`config.mk`:
```
export PLATFORM = sky130hd
export DESIGN_NAME = pipelined_select_extreme_flat
export DESIGN_NICKNAME = d
export VERILOG_FILES = /design/src/rtl/pipelined_select_extreme_if.sv /design/src/rtl/pipelined_select_extreme.sv /design/src/flat_wrapper.sv
export SDC_FILE = /design/constraint.sdc
export NUM_CORES = 1
export LEC_CHECK = 0
export CORE_MARGIN = 2
export CORE_UTILIZATION = 35
export CTS_CLUSTER_DIAMETER = 30
export DETAILED_ROUTE_END_ITERATION = 8
export GPL_TIMING_DRIVEN = 0
export SLEW_MARGIN = 10
export SYNTH_ARGS = -nofsm -noshare
export SYNTH_HDL_FRONTEND = slang
export SYNTH_SLANG_ARGS = --single-unit
```
`constraint.sdc`:
```
create_clock -name clk_in -period 5.35 [get_ports clk_in]
set_input_delay 0.535 -clock clk_in [delete_from_list [all_inputs] [get_ports clk_in]]
set_output_delay 0.535 -clock clk_in [all_outputs]
set_load 0.005 [all_outputs]
```
`src/rtl/pipelined_select_extreme_if.sv`:
```
// rtl/pipelined_select_extreme_if.sv - handshake and data bundle for the pipelined extreme-value selector
interface pipelined_select_extreme_if #(
  parameter int SINGLE_WAY_WIDTH_IN_BITS = 4,
  parameter int NUM_WAY                  = 16
);
  localparam int INDEX_WIDTH = (NUM_WAY > 1) ? $clog2(NUM_WAY) : 1;

  logic [SINGLE_WAY_WIDTH_IN_BITS*NUM_WAY-1:0] way_flatted_in;
  logic [NUM_WAY-1:0]                          condition_in;
  logic                                        mode_in;
  logic                                        valid_in;
  logic                                        ready_out;
  logic [SINGLE_WAY_WIDTH_IN_BITS-1:0]         select_out;
  logic [INDEX_WIDTH-1:0]                      index_out;
  logic                                        found_out;
  logic                                        valid_out;
  logic                                        ready_in;

  // Upstream/downstream side that feeds transactions and consumes results
  modport master (
    output way_flatted_in, condition_in, mode_in, valid_in, ready_in,
    input  ready_out, select_out, index_out, found_out, valid_out
  );

  // Selector side
  modport slave (
    input  way_flatted_in, condition_in, mode_in, valid_in, ready_in,
    output ready_out, select_out, index_out, found_out, valid_out
  );
endinterface

```
`src/rtl/pipelined_select_extreme.sv`:
```
// rtl/pipelined_select_extreme.sv - registered comparison tree returning the biggest or smallest qualifying way
module pipelined_select_extreme #(
  parameter int SINGLE_WAY_WIDTH_IN_BITS = 4,
  parameter int NUM_WAY                  = 16
) (
  input logic                     clk_in,
  input logic                     reset_in,
  pipelined_select_extreme_if.slave bus
);
  localparam int W           = SINGLE_WAY_WIDTH_IN_BITS;
  localparam int NUM_STAGE   = (NUM_WAY > 1) ? $clog2(NUM_WAY) : 1;
  localparam int INDEX_WIDTH = NUM_STAGE;
  localparam int NUM_PAD     = 1 << NUM_STAGE;

  typedef struct packed {
    logic                   en;
    logic [W-1:0]           val;
    logic [INDEX_WIDTH-1:0] idx;
  } node_t;

  // Pick one of two children; a is always the lower-index side so ties keep a.
  function automatic node_t f_merge(input node_t a, input node_t b, input logic mode);
    node_t r;
    if (a.en && b.en) begin
      if (mode ? (b.val < a.val) : (b.val > a.val)) r = b;
      else                                          r = a;
    end else if (a.en) begin
      r = a;
    end else if (b.en) begin
      r = b;
    end else begin
      r = '0;
    end
    return r;
  endfunction

  // Heap layout: node k has children 2k and 2k+1, root is 1, leaves live at
  // NUM_PAD..2*NUM_PAD-1 and are the (padded) input ways themselves.
  node_t                r_node [1:NUM_PAD-1];
  node_t                w_tree [1:2*NUM_PAD-1];
  node_t                w_next [1:NUM_PAD-1];
  logic [NUM_STAGE-1:0] r_vld;
  logic [NUM_STAGE-1:0] w_stage_mode;
  logic                 w_en;

  assign w_en          = bus.ready_in || !bus.valid_out;
  assign bus.ready_out = w_en;
  assign bus.valid_out = r_vld[NUM_STAGE-1];
  assign bus.found_out = r_node[1].en;
  assign bus.select_out = r_node[1].val;
  assign bus.index_out = r_node[1].idx;

  for (genvar i = 0; i < NUM_PAD; i++) begin : g_leaf
    if (i < NUM_WAY) begin : g_real
      assign w_tree[NUM_PAD+i] = '{en:  bus.condition_in[i],
                                   val: bus.way_flatted_in[i*W +: W],
                                   idx: INDEX_WIDTH'(i)};
    end else begin : g_pad
      assign w_tree[NUM_PAD+i] = '0;
    end
  end

  // Stage s holds the nodes at tree depth NUM_STAGE-1-s; it merges using the
  // mode of the transaction it is about to capture.
  for (genvar k = 1; k < NUM_PAD; k++) begin : g_node
    localparam int STG = NUM_STAGE - $clog2(k + 1);
    assign w_tree[k] = r_node[k];
    assign w_next[k] = f_merge(w_tree[2*k], w_tree[2*k+1], w_stage_mode[STG]);
  end

  if (NUM_STAGE > 1) begin : g_mode
    logic [NUM_STAGE-2:0] r_mode;

    // Carry each transaction's mode alongside its partial results
    always_ff @(posedge clk_in) begin
      if (reset_in) begin
        r_mode <= '0;
      end else if (w_en) begin
        r_mode[0] <= bus.mode_in;
        for (int s = 1; s < NUM_STAGE - 1; s++) begin
          r_mode[s] <= r_mode[s-1];
        end
      end
    end

    assign w_stage_mode = {r_mode, bus.mode_in};
  end else begin : g_nomode
    assign w_stage_mode = bus.mode_in;
  end

  // Advance every stage together; reset clears data too so outputs read zero
  always_ff @(posedge clk_in) begin
    if (reset_in) begin
      r_vld <= '0;
      for (int k = 1; k < NUM_PAD; k++) begin
        r_node[k] <= '0;
      end
    end else if (w_en) begin
      r_vld[0] <= bus.valid_in;
      for (int s = 1; s < NUM_STAGE; s++) begin
        r_vld[s] <= r_vld[s-1];
      end
      for (int k = 1; k < NUM_PAD; k++) begin
        r_node[k] <= w_next[k];
      end
    end
  end
endmodule

```
`src/flat_wrapper.sv`:
```
// flat-port wrapper written by rule: the top's interface ports become plain ports
module pipelined_select_extreme_flat 
#(
  parameter int SINGLE_WAY_WIDTH_IN_BITS = 4,
  parameter int NUM_WAY                  = 16
)
  (clk_in, reset_in, bus_way_flatted_in, bus_condition_in, bus_mode_in, bus_valid_in, bus_ready_in, bus_ready_out, bus_select_out, bus_index_out, bus_found_out, bus_valid_out);
  pipelined_select_extreme_if #(.SINGLE_WAY_WIDTH_IN_BITS(SINGLE_WAY_WIDTH_IN_BITS), .NUM_WAY(NUM_WAY)) bus_i ();
  input logic clk_in;
  input logic reset_in;
  input wire logic [$bits(bus_i.way_flatted_in)-1:0] bus_way_flatted_in;
  input wire logic [$bits(bus_i.condition_in)-1:0] bus_condition_in;
  input wire logic [$bits(bus_i.mode_in)-1:0] bus_mode_in;
  input wire logic [$bits(bus_i.valid_in)-1:0] bus_valid_in;
  input wire logic [$bits(bus_i.ready_in)-1:0] bus_ready_in;
  output wire logic [$bits(bus_i.ready_out)-1:0] bus_ready_out;
  output wire logic [$bits(bus_i.select_out)-1:0] bus_select_out;
  output wire logic [$bits(bus_i.index_out)-1:0] bus_index_out;
  output wire logic [$bits(bus_i.found_out)-1:0] bus_found_out;
  output wire logic [$bits(bus_i.valid_out)-1:0] bus_valid_out;
  assign bus_i.way_flatted_in = bus_way_flatted_in;
  assign bus_i.condition_in = bus_condition_in;
  assign bus_i.mode_in = bus_mode_in;
  assign bus_i.valid_in = bus_valid_in;
  assign bus_i.ready_in = bus_ready_in;
  assign bus_ready_out = bus_i.ready_out;
  assign bus_select_out = bus_i.select_out;
  assign bus_index_out = bus_i.index_out;
  assign bus_found_out = bus_i.found_out;
  assign bus_valid_out = bus_i.valid_out;
  pipelined_select_extreme #(.SINGLE_WAY_WIDTH_IN_BITS(SINGLE_WAY_WIDTH_IN_BITS), .NUM_WAY(NUM_WAY)) u_core (.clk_in(clk_in), .reset_in(reset_in), .bus(bus_i));
endmodule
```
==> metrics.txt <==
run status finished clean; number of global-route vias before repair around 5000; first-pass GRT wire length 23.87 mm; Leak ~3.3 nW; flops & latches, synth 112; Die ar. 20040 sq um; Power Density 258.5 nW/um^2; Clock Path Buffers 2; Crit path required time about 5.5 ns; DR DRC count 0; Starting Density 0.3552; Fillers 1697; share of layout cells above drive strength 1 0.08832; Hold-fix buffers, CTS 0; Max Cap Viol 0; CP cell instances clkdlybuf4s50_1 -> clkbuf_1 -> nand4_1 -> and2_1 -> a32o_1; number of I/O pins between 90 and 100; fin. max-slew vios 0; die height 141.6 um; worst rel slew slack 0.5482; met2 Track Usage GR 0.2578; post-CTS sizing 0; highest-delay cell along the critical path clkdlybuf4s50_1; placed cell area ~7900 sq um; Final Critical Period about 2.5 ns; fraction of registers with async set/reset 0; sequential area share after synthesis 0.4973; crit path kind input port to flip-flop; Antenna Cells 0; number of vias per cell ~5.5; final clock skew between 0.008 and 0.009 ns; gr usage total 0.1495; Crit. End Element flip-flop; 1st-iter DRT viols 290; setup_tns 0 ns; met3 Use GR 0.01957; Hold WC Path Type flip-flop to flip-flop; placed cells roughly 900; Synth Flop Type edfxtp_1; largest net degree at the start of global routing 69; most frequent cells in the layout 105 x edfxtp_1, 94 x clkdlybuf4s50_1, 62 x inv_1; Final ANT Viol Nets 0; CTS Sinks 112; number of synthesized flops with an enable pin between 100 and 150; Period Utilization, post-route 0.4721; CTS tree done; met1 GRT Util 0.1898; GPL Wtd Cong approximately 0.91; Fmax achieved 395.9 MHz; Critical Path Start Type input port; Synth Cell Area 6623 sq um; die width roughly 140 um; Crit path max-delay family buffers and inverters; Worst VDD drop 141.7 uV; clk_lat worst skew 0.35 ns; Gate Count Post-Synth 559; CTS root buf clkbuf_16; H-tree levels 3; clk slew on worst S/H paths around 0.070 ns; crit path DAT 2.63 ns; Netlist cell types 40; grt total ovfl 0; Num CTS Buffers 9; Most Crowded Layer GR met2; HPWL after DPL 10.90 mm; worst path bufs/invs 2; Pre-antenna DRT Iters 6; initial antenna violation count 0; final setup vio count 0; Row Count 50; layout net count 810; final WL approximately 15 mm; fin area 8168 sq um; Port Buffers 94; Avg Cell Area, Syn about 12 sq um; setup bufs post-CTS 0; CORE AREA around 19000 sq um; RSZ-0062 raised after global routing false; Max Fanout on Critical Path 10; Ys Warns 0; Synth-to-Final Area Change 23.33%; fin cells 902; via count 4918; drt wl/cell 16.11 um; Least-Margin Pin Slew 0.6777 ns; commonest non-fill, non-tap cell in the layout edfxtp_1; synthesized net count around 700; CP peak stage delay 0.72 ns; Hold Vio Cnt, Final 0
## sequential cells by signal (all words and copies together) (netlist names)
| name | cells |
|---|---|
| u_core.r_node | 105 |
| u_core.r_vld | 4 |
| u_core.g_mode.r_mode | 3 |
## final cells by class
type	count	area [sq um]	share of cell area
buffer	22	135.1	0.01654
timing repair buffer	95	968.4	0.1186
clock inverter	4	47.55	0.005821
clock buffer	10	229.0	0.02803
inverter	63	239.0	0.02926
sequential	112	3293	0.4032
multi-input combinational	362	2963	0.3627
tap	234	292.8	0.03585
## final timing paths
| check | startpoint | depth (start not counted) | end | slack, ns |
|---|---|---|---|---|
| min reg2reg | u_core.r_vld[0] | 2 | u_core.r_vld[0] | 0.45 |
| min | u_core.r_vld[0] | 2 | u_core.r_vld[0] | 0.45 |
| max reg2reg | u_core.r_vld[3] | 6 | u_core.r_node[0][131] | 3.17 |
| max | bus_mode_in | 5 | u_core.r_node[0][77] | 2.82 |
## per-layer routing
layer | vias to the layer above | routed length [um]
li1 | 2381 | -
met1 | 2403 | 6602
met2 | 113 | 7110
met3 | 21 | 516
met4 | 0 | 304
met5 | - | 0
## worst min-delay path, delay by kind of cell (launching register included)
family,cells,cell delay (ns)
flops,1,0.31
compound gates,1,0.05
simple gates,1,0.05
## power by group
| group | total, W | internal, W | switching, W |
|---|---|---|---|
| Sequential | 0.00106 | 0.00103 | 0.0000382 |
| Combinational | 0.000399 | 0.000198 | 0.000201 |
| Clock | 0.000648 | 0.000357 | 0.000292 |
## synth_stat cells, types with 2 or more instances
cell type	n	area share
a32o_1	58	0.088
a31oi_4	2	0.0064
a22o_1	7	0.0093
edfxtp_1	105	0.48
and2_1	25	0.024
o211ai_1	12	0.014
inv_1	62	0.035
buf_4	8	0.0091
nand4_1	28	0.026
ha_1	60	0.11
a31oi_2	10	0.019
buf_6	2	0.0034
nor2b_4	2	0.0042
buf_2	6	0.0045
dfxtp_1	7	0.021
a32o_2	7	0.012
nor2b_1	15	0.014
or3b_1	2	0.0026
nand2_1	15	0.0085
a21oi_1	23	0.017
nor2_1	35	0.020
and3_1	7	0.0066
a21o_1	13	0.015
nand3b_1	14	0.016
clkbuf_1	6	0.0034
o211ai_2	2	0.0038
nand2b_1	13	0.012
## stage by stage
| stage | power, W | util | worst slack (ns) | hold slack [ns] |
|---|---|---|---|---|
| after floorplan | 0.001318 | - | 1.439 | 0.4321 |
| after global placement | 0.001462 | 0.4214 | 0.3796 | 0.4386 |
| after detailed placement | 0.001480 | 0.4233 | 2.400 | 0.4478 |
| after CTS | 0.002122 | 0.4381 | 2.756 | 0.4575 |
| after global routing | 0.002203 | 0.4381 | 2.674 | 0.4711 |
| final | 0.002112 | 0.4381 | 2.824 | 0.4538 |
## kinds of logic after synthesis
group / Yosys count / share of synthesized area
flip-flops: 112 / 0.4973
buffers and inverters: 85 / 0.05649
AO/OA/AOI/OAI: 138 / 0.1886
adder cells (fa/ha/maj): 60 / 0.1134
AND/OR/NAND/NOR: 164 / 0.1443
(Power assumes the default switching activity.)
